`src/rtl/bootrom_arbiter.sv`:
```
// Two-port arbiter in front of a single-port synchronous boot ROM with a fixed 2-cycle response.
// Define BOOTROM_ARB_ROUND_ROBIN_EN for round-robin arbitration (default build: port 0 has fixed priority).
module bootrom_arbiter #(
  parameter int AW_ADDR_W = 8,
  parameter int DATA_W    = 32,
  parameter int ROM_WORDS = 256
) (
  input  logic                 CLK,
  input  logic                 RST,
  input  logic                 REQ0_VALID,
  input  logic [AW_ADDR_W-1:0] REQ0_ADDR,
  output logic                 REQ0_READY,
  output logic                 RSP0_VALID,
  output logic [DATA_W-1:0]    RSP0_DATA,
  output logic                 RSP0_ERR,
  input  logic                 REQ1_VALID,
  input  logic [AW_ADDR_W-1:0] REQ1_ADDR,
  output logic                 REQ1_READY,
  output logic                 RSP1_VALID,
  output logic [DATA_W-1:0]    RSP1_DATA,
  output logic                 RSP1_ERR,
  output logic                 ROM_EN,
  output logic [AW_ADDR_W-1:0] ROM_ADDR,
  input  logic [DATA_W-1:0]    ROM_RDATA
);

  localparam int NUM_PORTS = 2;
  localparam int STAGES    = 2;
  localparam logic [AW_ADDR_W:0] ROM_LIMIT = ROM_WORDS[AW_ADDR_W:0];

  // Per-entry sideband carried alongside the valid shift register
  typedef struct packed {
    logic port;
    logic err;
  } stg_t;

  logic [NUM_PORTS-1:0]                req_vld;
  logic [NUM_PORTS-1:0][AW_ADDR_W-1:0] req_addr;
  logic [NUM_PORTS-1:0]                req_rdy;

  logic                 gnt_port;
  logic                 accept;
  logic [AW_ADDR_W-1:0] sel_addr;
  logic                 oor;
  logic                 rom_en;

  logic [AW_ADDR_W-1:0] rom_addr_d, rom_addr_q;
  logic [STAGES:1]      vld_pipe_d, vld_pipe_q;
  stg_t                 s1_d, s1_q, s2_d, s2_q;

  logic [NUM_PORTS-1:0][DATA_W-1:0] rsp_data_d, rsp_data_q;
  logic [NUM_PORTS-1:0]             rsp_err_d, rsp_err_q;
  logic [NUM_PORTS-1:0]             rsp_vld;

  assign req_vld  = {REQ1_VALID, REQ0_VALID};
  assign req_addr = {REQ1_ADDR, REQ0_ADDR};

`ifdef BOOTROM_ARB_ROUND_ROBIN_EN
  // last_q names the port granted most recently; contention goes to the other one
  logic last_d, last_q;

  always_comb begin
    gnt_port = req_vld[1] & (~req_vld[0] | ~last_q);
    last_d   = accept ? gnt_port : last_q;
  end

  always_ff @(posedge CLK) begin
    if (RST) last_q <= 1'b1;
    else     last_q <= last_d;
  end
`else
  always_comb begin
    gnt_port = req_vld[1] & ~req_vld[0];
  end
`endif

  always_comb begin
    accept   = (|req_vld) & ~RST;
    sel_addr = req_addr[gnt_port];
    oor      = {1'b0, sel_addr} >= ROM_LIMIT;
    rom_en   = accept & ~oor;
    req_rdy  = '0;
    req_rdy[gnt_port] = accept;
  end

  // ROM address is combinational on an access and otherwise parks on the last accessed word
  always_comb begin
    rom_addr_d = rom_addr_q;
    if (RST)         rom_addr_d = '0;
    else if (rom_en) rom_addr_d = sel_addr;
  end

  always_comb begin
    vld_pipe_d = {vld_pipe_q[STAGES-1:1], accept};
    s1_d.port  = gnt_port;
    s1_d.err   = oor;
    s2_d       = s1_q;
  end

  always_comb begin
    rsp_data_d = rsp_data_q;
    rsp_err_d  = rsp_err_q;
    for (int p = 0; p < NUM_PORTS; p++) begin
      if (vld_pipe_q[1] && (s1_q.port == p[0])) begin
        rsp_data_d[p] = s1_q.err ? '0 : ROM_RDATA;
        rsp_err_d[p]  = s1_q.err;
      end
    end
  end

  always_comb begin
    rsp_vld = '0;
    rsp_vld[s2_q.port] = vld_pipe_q[STAGES];
  end

  always_ff @(posedge CLK) begin
    if (RST) begin
      rom_addr_q <= '0;
      vld_pipe_q <= '0;
      s1_q       <= '0;
      s2_q       <= '0;
      rsp_data_q <= '0;
      rsp_err_q  <= '0;
    end else begin
      rom_addr_q <= rom_addr_d;
      vld_pipe_q <= vld_pipe_d;
      s1_q       <= s1_d;
      s2_q       <= s2_d;
      rsp_data_q <= rsp_data_d;
      rsp_err_q  <= rsp_err_d;
    end
  end

  assign REQ0_READY = req_rdy[0];
  assign REQ1_READY = req_rdy[1];
  assign ROM_EN     = rom_en;
  assign ROM_ADDR   = rom_addr_d;
  assign RSP0_VALID = rsp_vld[0];
  assign RSP1_VALID = rsp_vld[1];
  assign RSP0_DATA  = rsp_data_q[0];
  assign RSP1_DATA  = rsp_data_q[1];
  assign RSP0_ERR   = rsp_err_q[0];
  assign RSP1_ERR   = rsp_err_q[1];

endmodule
```
`config.mk`:
```
export PLATFORM = sky130hd
export DESIGN_NAME = bootrom_arbiter
export DESIGN_NICKNAME = d
export VERILOG_FILES = /design/src/rtl/bootrom_arbiter.sv
export SDC_FILE = /design/constraint.sdc
export NUM_CORES = 1
export LEC_CHECK = 0
export CELL_PAD_IN_SITES_DETAIL_PLACEMENT = 1
export CELL_PAD_IN_SITES_GLOBAL_PLACEMENT = 2
export CORE_AREA = 3 3 114 116
export CTS_CLUSTER_DIAMETER = 80
export DETAILED_ROUTE_END_ITERATION = 10
export DIE_AREA = 0 0 117 119
export PLACE_DENSITY = 0.79
export RECOVER_POWER = 50
export SLEW_MARGIN = 15
export SYNTH_ARGS = -nofsm -noshare
export SYNTH_HDL_FRONTEND = slang
export SYNTH_SLANG_ARGS = --single-unit
```
`constraint.sdc`:
```
create_clock -name CLK -period 1.85 [get_ports CLK]
set_input_delay 0.37 -clock CLK [delete_from_list [all_inputs] [get_ports CLK]]
set_output_delay 0.37 -clock CLK [all_outputs]
set_load 0.01 [all_outputs]
```
After elaboration in Yosys (flattened, before gate mapping)
Index checks and enable logic that the tools add are counted.
{"block": "word_totals", "output_inout_bits": 79, "register_bits": 79, "inputBits": 52, "elab_cells": 34}
{"block": "op_classes", "muxes": 9, "n_bitwise": 7, "order_cmp": 4, "reduce_logical": 5}
{"op": "32-bit 2-to-1 mux", "count": 1}
{"op": "8-bit 2-to-1 mux", "count": 4}
{"op": "2-bit bitwise AND", "count": 2}
{"op": "1-bit logical AND", "count": 4}
{"op": "1-bit by 2-bit less-than comparator with 1-bit output, second input constant", "count": 2}
{"op": "1-bit NOT", "count": 3}
{"op": "1-bit bitwise AND", "count": 2}
{"op": "1-bit demux with 1-bit select", "count": 2}
{"op": "1-bit >= comparator, second input constant", "count": 2}
{"op": "1-bit 2-to-1 mux", "count": 2}
{"op": "2-bit OR reduction", "count": 1}

Logic depth before layout (Yosys ltp)
Gate-level depths: netlist (run 1).
{"block": "depth", "ltp_word": 7, "mapped_depth": 5, "depth_no_buf": 3}

Least setup slack after synthesis (run 1)
OpenSTA, ideal clock, no wires.
{"block": "synth_path", "kind": "input port to output port", "startpoint": "input port REQ1_VALID", "endpoint": "output port ROM_ADDR[0]", "required_ps": 1480, "path_buffers": 1, "t_arrival_ps": 1034, "slack_ps": 446, "stages": 4, "path_cell_list": "buf_6 -> mux2_4 -> mux2i_1 -> nor2_1"}
{"block": "synth_via", "elab_chain_cells": 5, "word_cells_on_any_way": 7, "cone_classes": "mux (4); bitwise (2); reduce/logical (1)"}
{"element": "start: declaration", "line": "16", "source": "input logic REQ1_VALID,"}
{"element": "1-bit bitwise AND", "line": "73", "source": "gnt_port = req_vld[1] & ~req_vld[0];"}
{"element": "8-bit 2-to-1 mux (not written as such) (2 in a row)", "line": "79", "source": "sel_addr = req_addr[gnt_port];"}
{"element": "8-bit 2-to-1 mux *", "line": "90", "source": "else if (rom_en) rom_addr_d = sel_addr;"}
{"element": "8-bit 2-to-1 mux *", "line": "89", "source": "if (RST) rom_addr_d = '0;"}
{"element": "end: declaration", "line": "23", "source": "output logic [AW_ADDR_W-1:0] ROM_ADDR,"}
Mark *: on every way between the ends. The rest lies on a longest branch, timed or not. The select of a mux whose other input is x is not followed.

Worst setup path after layout (run 1)
{"block": "layout_path", "startpoint": "input port REQ1_ADDR[7]", "endpoint": "output port ROM_ADDR[7]"}
{"block": "layout_via", "elab_chain_cells": 4}
{"element": "start: declaration", "line": "17", "source": "input logic [AW_ADDR_W-1:0] REQ1_ADDR,"}
{"element": "8-bit 2-to-1 mux (not written as such) (2 in a row)", "line": "79"}
{"element": "8-bit 2-to-1 mux", "line": "90"}
{"element": "8-bit 2-to-1 mux", "line": "89"}
Every way passes these cells. The select of a mux whose other input is x is not followed.

==> results of run 1 <==
metal layers:
layer  GRT usage [%]  up-vias  routed length, um
met3            6.35        9                790
met1            15.4     1259               3880
met5               0        -                  0
met4            3.87        0                115
li1                -     1351                  -
met2            22.4       86               4420
power by group:
group	internal (mW)	leakage, nW	total, mW	switching [mW]
clock network	1.07	0.140	1.72	0.644
registers	1.71	0.621	1.74	0.0334
logic	0.321	0.988	0.569	0.248
total	3.10	1.75	4.03	0.926
per-stage QoR:
stage	hold slack, ns	TNS, ns
global route	0.423	0
detailed placement	0.446	-5.85
finish	0.412	0
floorplan	0.473	0
CTS	0.401	0
global placement	0.441	-5.49
kinds of logic after synthesis:
kind of cell	share of synthesized area [%]
other	0.130
buffers and inverters	7.23
AND/OR/NAND/NOR	21.7
multiplexers	7.23
flip-flops	52.7
AO/OA/AOI/OAI	11.1
worst max-delay path by stage:
stage	endpoint	slack, ns
3_5_place_dp	ROM_ADDR[5]	-0.65
2_1_floorplan	ROM_ADDR[0]	0.45
5_1_grt	ROM_ADDR[7]	0.004
4_1_cts	REQ0_READY	0.004
6_report	ROM_ADDR[7]	0.05
3_3_place_gp	ROM_ADDR[1]	-0.60
cells in the final DEF, fill, tap and decap left out:
cell type | synthesis | final
a21oi_1 | 64 | 64
and2_1 | 2 | 2
buf_12 | 0 | 3
buf_16 | 0 | 1
buf_2 | 5 | 10
buf_4 | 6 | 12
bufbuf_16 | 0 | 1
bufinv_16 | 0 | 1
clkbuf_1 | 7 | 3
clkbuf_16 | 0 | 9
clkbuf_4 | 0 | 1
clkbuf_8 | 0 | 1
clkdlybuf4s50_1 | 0 | 114
clkinv_2 | 0 | 1
conb_1 | 1 | 2
dfxtp_1 | 76 | 76
dlygate4sd2_1 | 0 | 2
dlymetal6s2s_1 | 0 | 1
mux2_4 | 7 | 8
mux2i_1 | 7 | 4
mux2i_2 | 0 | 1
mux2i_4 | 1 | 3
nand2_1 | 129 | 129
nor2_1 | 19 | 19
nor2b_1 | 5 | 4
nor2b_2 | 0 | 1
nor3b_1 | 2 | 2
or2b_4 | 1 | 1
final cells by class:
| cell class | instances | area (sq um) | share of cell area, % |
|---|---|---|---|
| sequential | 76 | 1520 | 32.9 |
| timing repair buffer | 145 | 1440 | 31.1 |
| clock inverter | 2 | 35.0 | 0.757 |
| tap | 147 | 184 | 3.98 |
| clock buffer | 13 | 250 | 5.41 |
| multi-input combinational | 240 | 1200 | 25.9 |
state kept, by name, summed over array words and instances (netlist names):
name and flops:
RSP0_DATA 32, RSP1_DATA 32, rom_addr_q 8, vld_pipe_q 2, s1_q 1, s2_q 1
what timing repair did:
action	CTS	global route
gates resized for setup	47	6
cloned	2	0
setup buffers	4	0
setup endpoints to repair	11	5
pin swaps	0	1
==> results by group, run 1 <==
Setup path
  – Nature of the critical path endpoint: output pin
  – Crit-path max FO: 2
  – Reg2reg path depth: 3
  – Crit. Startpoint: REQ1_ADDR[7]
  – Worst path required time: 1.48 ns
  – CP Buf/Inv Count: 2
  – Startpoint Class: input pin
  – WP depth: 5
  – Critical Path Max Stage Delay: approximately 0.41 ns
  – Worst reg2reg setup slack: around 0.66 ns
  – RR Startpoint: s1_q[1]
  – CP top delay family: buffers and inverters
  – CP Class: in2out
  – Critical path data arrival time: between 1 and 1.5 ns
  – Worst R2R End: RSP0_DATA[18]
  – CP max-delay cell: clkdlybuf4s50_1
  – Cell Chain, Critical Path: clkdlybuf4s50_1 > mux2_4 > mux2i_1 > nor2_1 > buf_2

Placement
  – PortBufs: ~130
  – GP Congestion: around 0.66
  – Cell count after placement: roughly 600
  – Post-placement cell area: about 0.0043 sq mm
  – DP Worst Slack: -0.649 ns
  – DP HPWL: 6160 um

Clocking
  – Htree depth: 3
  – Clk root buf: clkbuf_16
  – # hold bufs at CTS: 0
  – Worst skew pair latency: 0.34 ns
  – Clk slew on worst S/H paths: around 0.060 ns
  – CTS tree: done
  – Total CTS buffers: 9
  – Max clock buf depth: 2
  – Clock sink count: 76

Global route
  – Gr usage total: a little over an eighth
  – Antenna violations before repair: 0
  – Grt total ovfl: 0
  – Largest net degree at the start of global routing: about 70
  – Vias in the first global route: around 2800
  – Global-route wire length before repair: between 10000 and 15000 um

Worst hold path
  – Hold_sp: RST
  – Hold Path Class: in2reg
  – WHS Endpoint: rom_addr_q[4]
  – Worst Hold Depth: 2

STA
  – RSZ-0062 raised after global routing: false
  – Final Cycle Share: between 90% and 100%
  – Final setup vio count: 0
  – Final Hold Viols: 0
  – Post-route setup slack: roughly 0.05 ns
  – Max-slew violations: 0
  – Clk_skew: about 0.0067 ns
  – Max Clk Rate: between 500 and 600 MHz
  – Slew HR: a little under half
  – Worst-margin pin slew: about 0.8 ns
  – Min Clock Period, post-route: 1.80 ns

Yosys
  – Commonest cells in the netlist: nand2_1 (129), dfxtp_1 (76), a21oi_1 (64)
  – Seq/Total Area, Yosys: 52.7%
  – Yosys warning count: 0
  – Avg Inst Size Synth: 8.42 sq um
  – Library cell with the largest summed area after synthesis: dfxtp_1
  – Library cells used by synthesis: 17
  – Synth top area cells: dfxtp_1 (53%), nand2_1 (17%), a21oi_1 (11%), buf_6 (3.9%), mux2_4 (3.6%)
  – Asr flop ratio synth: 0%
  – Synthesis-stage register bit count: 76
  – Top-area cell type share of the netlist area: 52.7%
  – Count leader, synth: nand2_1
  – Mapped Area: 0.00289 sq mm
  – Top FF cell, synth: dfxtp_1
  – Post-Synthesis Cells: 343
  – EDFF count, synth: 0

Finish
  – Final Util: around two fifths
  – Final #Nets: about 520
  – Layout cell share with drive strength beyond 1: around 11%
  – Fill cells: about 1400
  – Fin area: ~0.0046 sq mm
  – Finished Layout Cells: slightly above 600
  – # diodes: 0
  – Area Growth Syn to Fin: 60.2%

Floorplanning
  – I/O Pins: between 100 and 150
  – Starting density of the core: between 20% and 30%
  – CORE AREA: between 0.01 and 0.015 sq mm
  – Die height: ~120 um
  – Die ar.: ~0.014 sq mm
  – Row count: 40
  – Die width: 117 um

Outcome
  – Outcome: complete, no violations

Drt
  – Vias: between 2000 and 3000
  – Routed Antenna Nets: 0
  – WL/cell: about 15 um
  – DRT Wirelength: 9220 um
  – Drt via density: about 4.3
  – DRT Pass-1 Iters: 4
  – Initial DRC count: between 100 and 150
  – DRC Markers: 0

Pwr
  – Pwr Density: 870 mW/mm^2
  – Static Leak: 1.75 nW
  – Power consumption: 4.03 mW
  – Maximum VDD drop: between 0.3 and 0.4 mV

Flow run
  – Maxcap violations: 0
No activity file was read; power rests on OpenSTA's default activity.
==> run 2: changes to the inputs <==
Settings changed: CORE_AREA 3 3 114 116 to 2 2 113 115, DIE_AREA 0 0 117 119 to 0 0 115 117, GPL_ROUTABILITY_DRIVEN set to 1.
==> run 2 against run 1 <==
Against the previous run: global-route usage grew 0.54 points; first-iteration DRC count shrank 21%; utilization grew 0.28 points; sequential share of layout area shrank 1.0 points; sequential power is essentially flat; cell area grew 3.2%; maximum frequency shrank 1.3%; routed wire length grew 1.3%; register-to-register slack lost 0.41 ns; total power grew 3.2%; highest routed layer unchanged.
==> results by group, run 2 (synthesized netlist as in run 1, its figures left out) <==
Outcome
  – Outcome: complete, no violations

Global route
  – Largest net degree at the start of global routing: 41 (-41%)
  – Grt total ovfl: 0 (unchanged)
  – Global-route wire length before repair: 14500 um (-0.42%)
  – Gr usage total: 14.0% (+0.54 points)
  – Vias in the first global route: 2865 (+1.0%)
  – Antenna violations before repair: 0 (unchanged)

Clocking
  – Total CTS buffers: 9 (unchanged)
  – Clk slew on worst S/H paths: 0.06 ns (about the same)
  – Clk root buf: clkbuf_16
  – Max clock buf depth: 2 (unchanged)
  – CTS tree: done
  – # hold bufs at CTS: 0 (unchanged)
  – Htree depth: 3 (unchanged)
  – Worst skew pair latency: 0.33 ns (about the same)
  – Clock sink count: 76 (unchanged)

Drt
  – WL/cell: 14.6 um (-1.6%)
  – Drt via density: 4.29 (-1.2%)
  – Initial DRC count: 82 (-21%)
  – Vias: 2749 (+1.6%)
  – Routed Antenna Nets: 0 (unchanged)
  – DRT Pass-1 Iters: 3 (-1)
  – DRT Wirelength: 9330 um (+1.3%)
  – DRC Markers: 0 (unchanged)

STA
  – Min Clock Period, post-route: 1.82 ns (+0.0228 ns)
  – Clk_skew: 0.00317 ns (-0.00355 ns)
  – Final Cycle Share: 98.5% (+1.2 points)
  – Final setup vio count: 0 (unchanged)
  – Post-route setup slack: 0.0274 ns (-0.0228 ns)
  – Worst-margin pin slew: 0.734 ns (-0.0512 ns)
  – Final Hold Viols: 0 (unchanged)
  – Slew HR: 51.0% (+3.4 points)
  – RSZ-0062 raised after global routing: false
  – Max Clk Rate: 549 MHz (-1.3%)
  – Max-slew violations: 0 (unchanged)

Placement
  – Cell count after placement: 607 (+0.83%)
  – DP HPWL: 6060 um (-1.7%)
  – DP Worst Slack: -0.621 ns (+0.0280 ns)
  – PortBufs: 128 (unchanged)
  – Post-placement cell area: 0.00429 sq mm (+0.44%)
  – GP Congestion: 0.705 (+6.8%)

Floorplanning
  – Die height: 117 um (-1.7%)
  – I/O Pins: 131 (unchanged)
  – Starting density of the core: 23.5% (-0.59 points)
  – CORE AREA: 0.0123 sq mm (+2.5%)
  – Die width: 115 um (-1.7%)
  – Row count: 41 (+2.5%)
  – Die ar.: 0.0135 sq mm (-3.4%)

Finish
  – Layout cell share with drive strength beyond 1: 15.1% (+3.7 points)
  – Most frequent cells in the layout: nand2_1 (129), clkdlybuf4s50_1 (112), dfxtp_1 (76)
  – # diodes: 0 (unchanged)
  – Fill cells: 1434 (+0.70%)
  – Finished Layout Cells: 641 (+2.9%)
  – Commonest non-fill, non-tap cell in the layout: nand2_1
  – Final #Nets: 538 (+2.7%)
  – Area Growth Syn to Fin: 65.4%
  – Fin area: 0.00478 sq mm (+3.2%)

Setup path
  – Nature of the critical path endpoint: output pin
  – Worst path required time: 1.48 ns (about the same)
  – Crit-path max FO: 8 (+6)
  – Startpoint Class: input pin
  – Critical path data arrival time: 1.45 ns (+0.02 ns)
  – CP Class: in2out

Pwr
  – Power consumption: 4.15 mW (+3.2%)
  – Pwr Density: 870 mW/mm^2 (about the same)
  – Maximum VDD drop: 0.414 mV (+3.7%)
  – Static Leak: 1.80 nW (+3.2%)

Worst hold path
  – Hold Path Class: reg2reg

Flow run
  – Maxcap violations: 0 (unchanged)
-- run 2: area by class of cell --
class	instances	area, sq um	share of cell area, %
multi-input combinational	240	1250	26.1
tap	150	188	3.93
timing repair buffer	159	1520	31.7
sequential	76	1520	31.8
clock inverter	4	47.5	0.995
clock buffer	12	256	5.37
-- run 2: stage by stage --
| step | hold slack [ns] | utilization [%] | TNS (ns) |
|---|---|---|---|
| 2_1_floorplan | 0.473 | - | 0 |
| 3_3_place_gp | 0.442 | 34.8 | -5.54 |
| 3_5_place_dp | 0.450 | 34.8 | -5.90 |
| 4_1_cts | 0.377 | 38.7 | -0.0302 |
| 5_1_grt | 0.454 | 38.8 | 0 |
| 6_report | 0.450 | 38.8 | 0 |
-- run 2: worst paths after layout --
| check | start | end | slack, ns | cells after the start |
|---|---|---|---|---|
| setup reg to reg | rom_addr_q[3] | rom_addr_q[3] | 0.25 | 10 |
| setup / recovery | REQ1_VALID | ROM_ADDR[3] | 0.03 | 7 |
| hold reg to reg | RSP1_DATA[22] | RSP1_DATA[22] | 0.45 | 2 |
| hold / removal | RSP1_DATA[22] | RSP1_DATA[22] | 0.45 | 2 |
-- run 2: power by group --
part	leakage, nW	switching (mW)	total (mW)	internal, mW
Combinational	1.03	0.267	0.624	0.357
Sequential	0.621	0.0335	1.74	1.71
Clock	0.149	0.675	1.79	1.11
-- run 2: per-layer routing --
layer / up-vias / GRT usage [%] / share of wire (%)
met5: - / 0 / 0
met4: 0 / 4.34 / 1.1
met3: 8 / 5.25 / 6.9
met2: 77 / 24.9 / 51
met1: 1289 / 15.7 / 41
li1: 1375 / - / -
-- run 2: what timing repair did --
| item | 4_1_cts | 5_1_grt |
|---|---|---|
| buffers inserted | 16 | 1 |
| resized for setup | 47 | 9 |
| cloned | 1 | 0 |
| setup endpoints to repair | 11 | 5 |
| pin swaps | 0 | 0 |
-- run 2: critical path, stage by stage --
cell and delay [ns]:
buf_2 0.13, buf_12 0.14, buf_4 0.13, mux2_4 0.30
mux2i_4 0.16, nor2_1 0.07, buf_2 0.15
